[config.mk]
export PLATFORM = sky130hd
export DESIGN_NAME = pipeline_hazard_ctrl_flat
export DESIGN_NICKNAME = d
export VERILOG_FILES = /design/src/rtl/pipeline_hazard_ctrl_if.sv /design/src/rtl/pipeline_hazard_ctrl.sv /design/src/flat_wrapper.sv
export SDC_FILE = /design/constraint.sdc
export NUM_CORES = 1
export LEC_CHECK = 0
export BUFFER_PORTS_ARGS = -buffer_cell sky130_fd_sc_hd__clkbuf_2
export CORE_MARGIN = 4
export CORE_UTILIZATION = 60
export CTS_CLUSTER_DIAMETER = 60
export DETAILED_ROUTE_END_ITERATION = 10
export MAX_ROUTING_LAYER = met4
export PLACE_DENSITY = 0.92
export SKIP_LAST_GASP = 1
export SLEW_MARGIN = 20
export SYNTH_ARGS = -nofsm -noshare
export SYNTH_HDL_FRONTEND = slang
export SYNTH_SLANG_ARGS = --single-unit
[constraint.sdc]
create_clock -name clk -period 5.1 [get_ports clk]
set_clock_uncertainty 0.05 [all_clocks]
set_input_delay 0.765 -clock clk [delete_from_list [all_inputs] [get_ports clk]]
set_output_delay 0.765 -clock clk [all_outputs]
set_load 0.01 [all_outputs]
[src/rtl/pipeline_hazard_ctrl_if.sv]
// Issue-point bus between the decode/execute issue stage and the hazard controller.
// The master side presents the instruction at stage 0; the slave side returns PC and flow control.
interface pipeline_hazard_ctrl_if #(
   parameter int STAGES = 6,
   parameter int REG_W  = 4
);
   logic                 issue_valid;
   logic                 issue_wr;
   logic                 issue_ld;
   logic [REG_W-1:0]     issue_rd;
   logic [3*REG_W-1:0]   issue_src;
   logic [2:0]           issue_src_used;
   logic                 branch_taken;
   logic                 issue_ready;
   logic                 load_pc;
   logic [1:0]           sel_pc;
   logic [STAGES-1:0]    stage_valid;
   logic [15:0]          stall_cnt;

   modport master (
      output issue_valid, issue_wr, issue_ld, issue_rd, issue_src, issue_src_used, branch_taken,
      input  issue_ready, load_pc, sel_pc, stage_valid, stall_cnt
   );

   modport slave (
      input  issue_valid, issue_wr, issue_ld, issue_rd, issue_src, issue_src_used, branch_taken,
      output issue_ready, load_pc, sel_pc, stage_valid, stall_cnt
   );
endinterface

[src/rtl/pipeline_hazard_ctrl.sv]
// Pipeline sequencer: boot PC load, refetch fill after redirects, per-stage tracking of
// in-flight destinations, RAW stall detection (stall-always or load-only) and branch flush.
module pipeline_hazard_ctrl #(
   parameter int STAGES       = 6,
   parameter int REG_W        = 4,
   parameter int BRANCH_STAGE = 2,
   parameter int FETCH_LAT    = 2,
   parameter int FORWARD      = 0,
   parameter int LOAD_READY   = 4
) (
   input  logic                   clk,
   input  logic                   rst,
   pipeline_hazard_ctrl_if.slave  bus
);
   typedef enum logic [1:0] {BOOT, FILL, RUN} state_e;

   state_e                        state_q, state_d;
   logic [2:0]                    fill_cnt_q, fill_cnt_d;
   logic [15:0]                   stall_cnt_q, stall_cnt_d;
   logic [STAGES-1:1]             vld_q, vld_d;
   logic [STAGES-1:1]             wr_q, wr_d;
   logic [STAGES-1:1]             ld_q, ld_d;
   logic [STAGES-1:1][REG_W-1:0]  rd_q, rd_d;

   logic       hazard;
   logic       branch_accept;
   logic       issue_ready;
   logic       load_pc;
   logic [1:0] sel_pc;

   assign branch_accept = bus.branch_taken & vld_q[BRANCH_STAGE];

   // In forwarding mode only a load that has not yet reached LOAD_READY blocks a consumer.
   always_comb begin
      hazard = 1'b0;
      for (int k = 1; k < STAGES; k++) begin
         for (int j = 0; j < 3; j++) begin
            if (bus.issue_src_used[j] && vld_q[k] && wr_q[k] &&
                rd_q[k] == bus.issue_src[j*REG_W +: REG_W] &&
                (FORWARD == 0 || (ld_q[k] && k < LOAD_READY)))
               hazard = 1'b1;
         end
      end
   end

   assign issue_ready = (state_q == RUN) & bus.issue_valid & ~hazard & ~branch_accept;

   always_comb begin
      state_d    = state_q;
      fill_cnt_d = fill_cnt_q;
      load_pc    = 1'b0;
      sel_pc     = 2'b00;
      case (state_q)
         BOOT: begin
            state_d    = FILL;
            fill_cnt_d = 3'(FETCH_LAT);
            load_pc    = 1'b1;
            sel_pc     = 2'b01;
         end
         FILL: begin
            fill_cnt_d = fill_cnt_q - 3'd1;
            if (fill_cnt_q == 3'd1)
               state_d = RUN;
         end
         RUN: begin
            if (issue_ready)
               load_pc = 1'b1;
         end
         default: state_d = BOOT;
      endcase
      // A redirect restarts the fetch bubble regardless of where the sequencer was.
      if (branch_accept && state_q != BOOT) begin
         state_d    = FILL;
         fill_cnt_d = 3'(FETCH_LAT);
         load_pc    = 1'b1;
         sel_pc     = 2'b10;
      end
   end

   always_comb begin
      vld_d[1] = issue_ready;
      wr_d[1]  = bus.issue_wr;
      ld_d[1]  = bus.issue_ld;
      rd_d[1]  = bus.issue_rd;
      for (int k = 2; k < STAGES; k++) begin
         // Instructions younger than the branch are squashed as they move down.
         vld_d[k] = vld_q[k-1] & ~(branch_accept && k <= BRANCH_STAGE);
         wr_d[k]  = wr_q[k-1];
         ld_d[k]  = ld_q[k-1];
         rd_d[k]  = rd_q[k-1];
      end
   end

   always_comb begin
      stall_cnt_d = stall_cnt_q;
      if (state_q == RUN && bus.issue_valid && hazard && !branch_accept &&
          stall_cnt_q != 16'hFFFF)
         stall_cnt_d = stall_cnt_q + 16'd1;
   end

   always_ff @(posedge clk or posedge rst) begin
      if (rst) begin
         state_q     <= BOOT;
         fill_cnt_q  <= '0;
         stall_cnt_q <= '0;
         vld_q       <= '0;
         wr_q        <= '0;
         ld_q        <= '0;
         rd_q        <= '0;
      end else begin
         state_q     <= state_d;
         fill_cnt_q  <= fill_cnt_d;
         stall_cnt_q <= stall_cnt_d;
         vld_q       <= vld_d;
         wr_q        <= wr_d;
         ld_q        <= ld_d;
         rd_q        <= rd_d;
      end
   end

   assign bus.issue_ready = issue_ready;
   assign bus.load_pc     = load_pc;
   assign bus.sel_pc      = sel_pc;
   assign bus.stage_valid = {vld_q, issue_ready};
   assign bus.stall_cnt   = stall_cnt_q;
endmodule

[src/flat_wrapper.sv]
// flat-port wrapper written by rule: the top's interface ports become plain ports
module pipeline_hazard_ctrl_flat 
#(
   parameter int STAGES       = 6,
   parameter int REG_W        = 4,
   parameter int BRANCH_STAGE = 2,
   parameter int FETCH_LAT    = 2,
   parameter int FORWARD      = 0,
   parameter int LOAD_READY   = 4
)
  (clk, rst, bus_issue_valid, bus_issue_wr, bus_issue_ld, bus_issue_rd, bus_issue_src, bus_issue_src_used, bus_branch_taken, bus_issue_ready, bus_load_pc, bus_sel_pc, bus_stage_valid, bus_stall_cnt);
  pipeline_hazard_ctrl_if #(.STAGES(STAGES), .REG_W(REG_W)) bus_i ();
  input  logic clk;
  input  logic rst;
  input wire logic [$bits(bus_i.issue_valid)-1:0] bus_issue_valid;
  input wire logic [$bits(bus_i.issue_wr)-1:0] bus_issue_wr;
  input wire logic [$bits(bus_i.issue_ld)-1:0] bus_issue_ld;
  input wire logic [$bits(bus_i.issue_rd)-1:0] bus_issue_rd;
  input wire logic [$bits(bus_i.issue_src)-1:0] bus_issue_src;
  input wire logic [$bits(bus_i.issue_src_used)-1:0] bus_issue_src_used;
  input wire logic [$bits(bus_i.branch_taken)-1:0] bus_branch_taken;
  output wire logic [$bits(bus_i.issue_ready)-1:0] bus_issue_ready;
  output wire logic [$bits(bus_i.load_pc)-1:0] bus_load_pc;
  output wire logic [$bits(bus_i.sel_pc)-1:0] bus_sel_pc;
  output wire logic [$bits(bus_i.stage_valid)-1:0] bus_stage_valid;
  output wire logic [$bits(bus_i.stall_cnt)-1:0] bus_stall_cnt;
  assign bus_i.issue_valid = bus_issue_valid;
  assign bus_i.issue_wr = bus_issue_wr;
  assign bus_i.issue_ld = bus_issue_ld;
  assign bus_i.issue_rd = bus_issue_rd;
  assign bus_i.issue_src = bus_issue_src;
  assign bus_i.issue_src_used = bus_issue_src_used;
  assign bus_i.branch_taken = bus_branch_taken;
  assign bus_issue_ready = bus_i.issue_ready;
  assign bus_load_pc = bus_i.load_pc;
  assign bus_sel_pc = bus_i.sel_pc;
  assign bus_stage_valid = bus_i.stage_valid;
  assign bus_stall_cnt = bus_i.stall_cnt;
  pipeline_hazard_ctrl #(.STAGES(STAGES), .REG_W(REG_W), .BRANCH_STAGE(BRANCH_STAGE), .FETCH_LAT(FETCH_LAT), .FORWARD(FORWARD), .LOAD_READY(LOAD_READY)) u_core (.clk(clk), .rst(rst), .bus(bus_i));
endmodule
==> out/qor.yml, run 1 <==
grt:
  grtUsageTotal_pct: 20.5
  grt_pass1_vias: 1989
  antenna_found_initial: 0
  grt_max_degree: 52
  grt_first_pass_wirelength_mm: 9.32
  grt_overflow: 0
yosys:
  ys_async_sr_fraction_pct: 100
  synth-seq-area-share_pct: 45.4
  synth_top_area_cell: "dfrtp_1"
  synthMuxAreaShare_pct: 1.96
  synth_xor_area_share_pct: 23.0
  ys_warn_count: 0
  synth_top_family_by_area: "XOR/XNOR gates"
  synth-seq-cells: 51
  synth_fa_ha_area_share_pct: 1.34
  synthSimpleGateAreaFrac_pct: 18.4
  synth_edf_count: 0
  syn_inst: 250
  syn-num-nets: 278
  avgSynthCellArea_um2: 11.2
  synth_area_mm2: 0.00281
  synth-compound-area-share_pct: 2.45
  synthFlopType: "dfrtp_1"
  netlist.area_leader.share_pct: 45.4
  synth_area_leaders: "dfrtp_1 45%, xor2_1 18%, buf_6 5.6%"
  ys_types: 35
clocking:
  insertion_delay_ps: 310
  cts_max_level: 2
  path_clk_slew_ps: 90
  cts_buffer_depth: 2
  numCtsBuffers: 5
  cts-resized-gates: 0
  cts_root_buf: "clkbuf_8"
  cts_tree: "built"
  post_cts_buffers: 0
  clock-sinks: 51
  hold_buffers: 0
min_path:
  hold_path.class: "register to register"
  whs_path_depth: 0
  min_to: "u_core.wr_q[3]"
  min_from: "u_core.wr_q[2]"
final_layout:
  area_growth_syn_to_layout_pct: 7.71
  finalNonFillerCells: 339
  drive_gt1_share_pct: 23.3
  layout_common_cells: "57 x xor2_1, 51 x dfrtp_1, 49 x clkbuf_2, 19 x nor4_1, 16 x nand4_1"
  antenna_cells: 0
  layout_commonest_cell: "xor2_1"
  final_nets: 314
power:
  ir_drop_v: 0.000283
  p_per_area_mw_per_mm2: 294
  p_leak_nw: 1.43
sta:
  setup_viol: 0
  max_freq_mhz: 278
  hold_violations: 0
  fin_hold_ws_ps: 388
  max_slew_margin_pct: 42.9
  grt_setup_unrepaired: "false"
  fin_tns_setup_ps: 0
  tightest_slew_ps: 856
  drv_slew: 0
  min_period_ps: 3600
  fin_crit_sh_pct: 70.5
setup_path:
  startpoint_type: "input port"
  worstRegToRegCells: 7
  cp_max_fo: 16
  worstSetupPathType: "input port to output pin"
  path_delay_family: "simple AND/OR/NAND/NOR gates"
  critPathMaxStageDelay_ps: 450
  crit_arrival_ps: 2780
  slowest_stage: "nor4_1"
  cp-end-kind: "output pin"
  path_cells: "clkbuf_2 -> xor2_1 -> nor4_1 -> nor4_1 -> and4_1 -> and2_2 -> a211o_1 -> clkbuf_2"
  reg2reg_slack_ps: 2630
  cp.buffers_inverters: 2
  reg2reg_from: "u_core.rd_d[14]"
  timing.rr.end: "u_core.bus.stall_cnt[12]"
  critPathRequiredTime_ps: 4280
die:
  die_y_um: 76.4
  rows: 24
  die_w_um: 76.4
  ios: 51
  dieArea_mm2: 0.00584
  initial_core_util_pct: 63.2
  core_mm2: 0.00444
drt:
  drt_first_pass_iters: 5
  ant_nets: 0
  routed_via_density: 5.78
  via_count: 1958
  drt-initial-drc-count: 104
  drc: 0
  wl_per_cell_um: 16.3
  wirelength_mm: 5.54
place:
  dp_hpwl_mm: 4.31
  port_buffers: 49
  place_congestion: 0.922
  dp_cells: 331
flow_run:
  cap_viol_max_count: 0
run_status:
  status: "complete, no violations"
-- worst max-delay path by stage --
stage / startpoint / to / slack, ps / cells after the start
after floorplan: bus_issue_src[9] / bus_load_pc / 2110 / 8
after global placement: bus_issue_src[6] / bus_load_pc / 1600 / 9
after detailed placement: bus_issue_src[10] / bus_load_pc / 1520 / 9
after CTS: bus_issue_src[10] / bus_load_pc / 1520 / 9
after global routing: bus_issue_src[6] / bus_load_pc / 1390 / 9
final: bus_issue_src[8] / bus_load_pc / 1500 / 8
-- cell families after synthesis --
kind of cell	after synthesis
AO/OA/AOI/OAI	9
AND/OR/NAND/NOR	86
flip-flops	51
buffers and inverters	23
XOR/XNOR	73
multiplexers	5
adder cells (fa/ha/maj)	3
-- metal layers --
layer	routed length, um	track usage (%)	vias to the layer above
li1	-	-	940
met1	2400	24.7	949
met2	2740	33.7	63
met3	338	4.96	6
met4	65	7.25	0
met5	0	-	-
-- state kept, by name, summed over array words and instances (netlist names) --
name / cells
u_core.bus.stall_cnt: 16
u_core.rd_d: 16
u_core.vld_q: 5
u_core.wr_q: 5
u_core.rd_q: 4
u_core.fill_cnt_q: 3
u_core.state_q: 2
-- cell usage after synthesis, types with 2 or more instances --
cell,instances
nor3_1,8
nand3_1,9
buf_6,14
nand2_1,10
and2_1,2
a21oi_1,4
inv_1,3
dfrtp_1,51
nor2_1,8
nor3b_1,3
ha_1,3
mux2_2,3
xnor2_1,15
xor2_1,57
nor4_1,19
and3_1,2
buf_4,4
nand4_1,16
nor4_4,2
clkbuf_1,2
-- report_power, final --
part | internal (mW) | total (mW) | switching, mW
combinational | 0.0759 | 0.162 | 0.0862
sequential | 0.436 | 0.477 | 0.0408
clock | 0.124 | 0.251 | 0.127
-- area by class of cell --
cell class	count	area (um^2)
Clock buffer	8	100
Fill cell	332	1420
Inverter	3	12.5
Multi-Input combinational cell	176	1330
Sequential cell	51	1280
Tap cell	52	65.1
Timing Repair Buffer	49	245
-- through the flow --
stage	utilization, %	cell area (um^2)	total power [mW]	worst slack (ps)
final	68.1	3030	0.890	1500
after CTS	68.0	3020	0.897	1520
after floorplan	-	2810	0.611	2110
after global routing	68.1	3030	0.938	1390
after detailed placement	65.8	2920	0.648	1520
after global placement	65.8	2920	0.637	1600
Power figures use the tool's default switching activity.
==> run 2: changes to the inputs <==
--- a/config.mk
+++ b/config.mk
@@ -5,13 +5,14 @@
 export SDC_FILE = /design/constraint.sdc
 export NUM_CORES = 1
 export LEC_CHECK = 0
+export ABC_AREA = 1
 export BUFFER_PORTS_ARGS = -buffer_cell sky130_fd_sc_hd__clkbuf_2
 export CORE_MARGIN = 4
-export CORE_UTILIZATION = 60
+export CORE_UTILIZATION = 51
 export CTS_CLUSTER_DIAMETER = 60
 export DETAILED_ROUTE_END_ITERATION = 10
 export MAX_ROUTING_LAYER = met4
-export PLACE_DENSITY = 0.92
+export PLACE_DENSITY = 0.83
 export SKIP_LAST_GASP = 1
 export SLEW_MARGIN = 20
 export SYNTH_ARGS = -nofsm -noshare
==> constraint.sdc (replaced) <==
create_clock -name clk -period 3.2 [get_ports clk]
set_clock_uncertainty 0.05 [all_clocks]
set_input_delay 0.48 -clock clk [delete_from_list [all_inputs] [get_ports clk]]
set_output_delay 0.48 -clock clk [all_outputs]
set_load 0.01 [all_outputs]
==> out/qor.yml, run 2 <==
yosys:
  synth_commonest_cells: "176 x nand2_1, 51 x dfrtp_1, 48 x nand3_1"  # was 57 x xor2_1, 51 x dfrtp_1, 19 x nor4_1
  synth-seq-area-share_pct: 40.8  # was 45.4%
  ys_async_sr_fraction_pct: 100  # unchanged
  synthFlopType: "dfrtp_1"  # unchanged
  netlist.area_leader.share_pct: 40.8  # was 45.4%
  ys_warn_count: 0  # unchanged
  avgSynthCellArea_um2: 7.10  # was 11.2 um^2
  synth_area_mm2: 0.00312  # was 0.00281 mm^2
  synth_edf_count: 0  # unchanged
  syn-num-nets: 468  # was 278
  yosysMostFrequentCell: "nand2_1"  # was xor2_1
  synth_top_area_cell: "dfrtp_1"  # unchanged
  synth_area_leaders: "dfrtp_1 41%, nand2_1 21%, nand3_1 7.7%"  # was dfrtp_1 45%, xor2_1 18%, buf_6 5.6%
  syn_inst: 440  # was 250
  synth-seq-cells: 51  # unchanged
  ys_types: 25  # was 35
power:
  power_switching_mw: 0.448  # was 0.254 mW
  swShare_pct: 31.7  # was 28.6%
  p_per_area_mw_per_mm2: 408  # was 294 mW/mm^2
  p_clk_share_pct: 25.3  # was 28.2%
  ir_drop_v: 0.000365  # was 0.000283 V
  p_comb_share_pct: 22.0  # was 18.2%
  p_int_mw: 0.967  # was 0.636 mW
  p_leak_nw: 1.94  # was 1.43 nW
  power_frac_seq_pct: 52.6  # was 53.6%
drt:
  routed_via_density: 5.13  # was 5.78
  via_count: 2873  # was 1,958
  drt-initial-drc-count: 262  # was 104
  drc: 0  # unchanged
  wl_per_cell_um: 12.8  # was 16.3 um
  ant_nets: 0  # unchanged
  wirelength_mm: 7.19  # was 5.54 mm
  drt_first_pass_iters: 5  # unchanged
setup_path:
  worstSetupPathType: "register to output pin"  # was input port to output pin
  timing.rr.end: "u_core.bus.stall_cnt[15]"  # was u_core.bus.stall_cnt[12]
  critPathMaxStageDelay_ps: 440  # was 450 ps
  reg2reg_from: "u_core.vld_q[2]"  # was u_core.rd_d[14]
  crit_arrival_ps: 1940  # was 2780 ps
  worstRegToRegCells: 6  # was 7
  path_cells: "inv_1 -> nand2_1 -> nand2_1 -> nor2_1 -> nand3_1 -> nand2_1 -> inv_1 -> nand2_1 -> nor2_2 -> nand2_4 -> nor2_1 -> clkbuf_2"  # was clkbuf_2 -> xor2_1 -> nor4_1 -> nor4_1 -> and4_1 -> and2_2 -> a211o_1 -> clkbuf_2
  slowest_stage: "dfrtp_1"  # was nor4_1
  cp-end-kind: "output pin"  # unchanged
  reg2reg_slack_ps: 1140  # was 2630 ps
  startpoint_type: "register"  # was input port
  cp_max_fo: 19  # was 16
  cpMostUsedCell: "nand2_1"
  critPathRequiredTime_ps: 2670  # was 4280 ps
run_status:
  status: "complete, no violations"  # unchanged
place:
  port_buffers: 49  # unchanged
  dp_hpwl_mm: 5.58  # was 4.31 mm
  place_congestion: 0.990  # was 0.922
sta:
  setup_viol: 0  # unchanged
  max_slew_margin_pct: 42.0  # was 42.9%
  hold_violations: 0  # unchanged
  fin_hold_ws_ps: 230  # was 388 ps
  grt_setup_unrepaired: "false"  # unchanged
  tightest_slew_ps: 868  # was 856 ps
  min_period_ps: 2470
  fin_tns_setup_ps: 0  # unchanged
  fin_crit_sh_pct: 77.1
  max_freq_mhz: 405
  drv_slew: 0  # unchanged
min_path:
  hold_path.class: "input port to register"  # was register to register
  whs_path_depth: 1  # was 0
  min_to: "u_core.rd_d[6]"  # was u_core.wr_q[3]
  min_from: "bus_issue_rd[2]"  # was u_core.wr_q[2]
die:
  ios: 51  # unchanged
  core_mm2: 0.00592  # was 0.00444 mm^2
  rows: 28  # was 24
  die_y_um: 86.3  # was 76.4 um
  die_w_um: 86.3  # was 76.4 um
  dieArea_mm2: 0.00744  # was 0.00584 mm^2
  initial_core_util_pct: 52.8  # was 63.2%
clocking:
  cts_root_buf: "clkbuf_8"  # unchanged
  cts-resized-gates: 0  # unchanged
  cts_buffer_depth: 2  # unchanged
  clock-sinks: 51  # unchanged
  insertion_delay_ps: 300  # was 310 ps
  cts_max_level: 2  # unchanged
  post_cts_buffers: 0  # unchanged
  path_clk_slew_ps: 80  # was 90 ps
  cts_tree: "built"  # unchanged
  numCtsBuffers: 5  # unchanged
  hold_buffers: 0  # unchanged
grt:
  antenna_found_initial: 0  # unchanged
  grtUsageTotal_pct: 21.5  # was 20.5%
  grt_first_pass_wirelength_mm: 12.4  # was 9.32 mm
  grt_pass1_vias: 2701  # was 1,989
  grt_overflow: 0  # unchanged
  grt_max_degree: 52  # unchanged
flow_run:
  cap_viol_max_count: 0  # unchanged
final_layout:
  drive_gt1_share_pct: 15.1  # was 23.3%
  final_nets: 512  # was 314
  antenna_cells: 0  # unchanged
  fin_util_pct: 58.6  # was 68.1%
  layout_commonest_cell: "nand2_1"  # was xor2_1
  layout_common_cells: "176 x nand2_1, 51 x dfrtp_1, 49 x clkbuf_2, 48 x nand3_1, 44 x inv_1"  # was 57 x xor2_1, 51 x dfrtp_1, 49 x clkbuf_2, 19 x nor4_1, 16 x nand4_1
  area_growth_syn_to_layout_pct: 11.0  # was 7.71%
run 2: changes by cell type after synthesis, moves of 7 or more:
| cell | delta |
|---|---|
| buf_6 | -13 |
| inv_2 | +7 |
| xor2_1 | -45 |
| nor2_1 | +28 |
| nand3_1 | +39 |
| inv_1 | +42 |
| nor4_1 | -17 |
| nand2_1 | +166 |
| nand4_1 | -12 |
run 2: per-layer routing:
| metal | vias up | wire length (um) | GRT usage [%] |
|---|---|---|---|
| met5 | - | 0 | - |
| met4 | 0 | 162 | 6.80 |
| met3 | 20 | 482 | 3.23 |
| met2 | 96 | 3410 | 33.8 |
| met1 | 1321 | 3130 | 28.8 |
| li1 | 1436 | - | - |
run 2: kinds of logic (layout without fill, tap and decap cells):
logic type / after synthesis / after routing / share of synthesized area [%]
AND/OR/NAND/NOR: 277 / 277 / 37.2
buffers and inverters: 64 / 109 / 8.77
flip-flops: 51 / 51 / 40.8
XOR/XNOR: 33 / 33 / 9.25
AO/OA/AOI/OAI: 12 / 12 / 2.72
adder cells (fa/ha/maj): 3 / 3 / 1.20
run 2: worst max path at each step:
stage / from / endpoint / slack (ps) / cells after the start
after floorplan: bus_issue_src[10] / bus_stage_valid[0] / 850 / 14
after global placement: bus_issue_src[4] / bus_stage_valid[0] / 870 / 13
after detailed placement: bus_issue_src[10] / bus_issue_ready / 820 / 13
after CTS: u_core.rd_q[18] / bus_issue_ready / 740 / 12
after global routing: u_core.rd_d[17] / bus_issue_ready / 490 / 11
final: u_core.rd_d[7] / bus_issue_ready / 730 / 12
run 2: metrics by stage:
step | power (mW) | cell area, um^2 | cells | setup WS (ps)
after global placement | 1.06 | 3380 | 552 | 870
final | 1.41 | 3470 | 560 | 732
after detailed placement | 1.07 | 3380 | 552 | 818
after global routing | 1.50 | 3470 | 560 | 487
after CTS | 1.43 | 3470 | 560 | 739
after floorplan | 0.976 | 3120 | 440 | 848
run 2: worst max-delay path: cells and delay by family (launching register included):
family                 cells  cell delay, ps
buffers and inverters      3             320
AND/OR/NAND/NOR            9             880
flip-flops                 1             440
run 2: cell type report:
cell class	count	area, um^2
fillers	569	2450
multi-input cells	325	1570
flip-flops and latches	51	1280
repair buffers	49	245
inverters	52	196
well taps	75	93.8
clock buffers	7	76.3
clock inverters	1	5.00
run 2: power groups by stage:
stage	Combinational, mW	Sequential [mW]	Clock (mW)
after floorplan	0.230	0.746	0
after detailed placement	0.314	0.757	0
after global routing	0.358	0.753	0.394
final	0.312	0.745	0.358
after CTS	0.315	0.744	0.368
after global placement	0.302	0.754	0
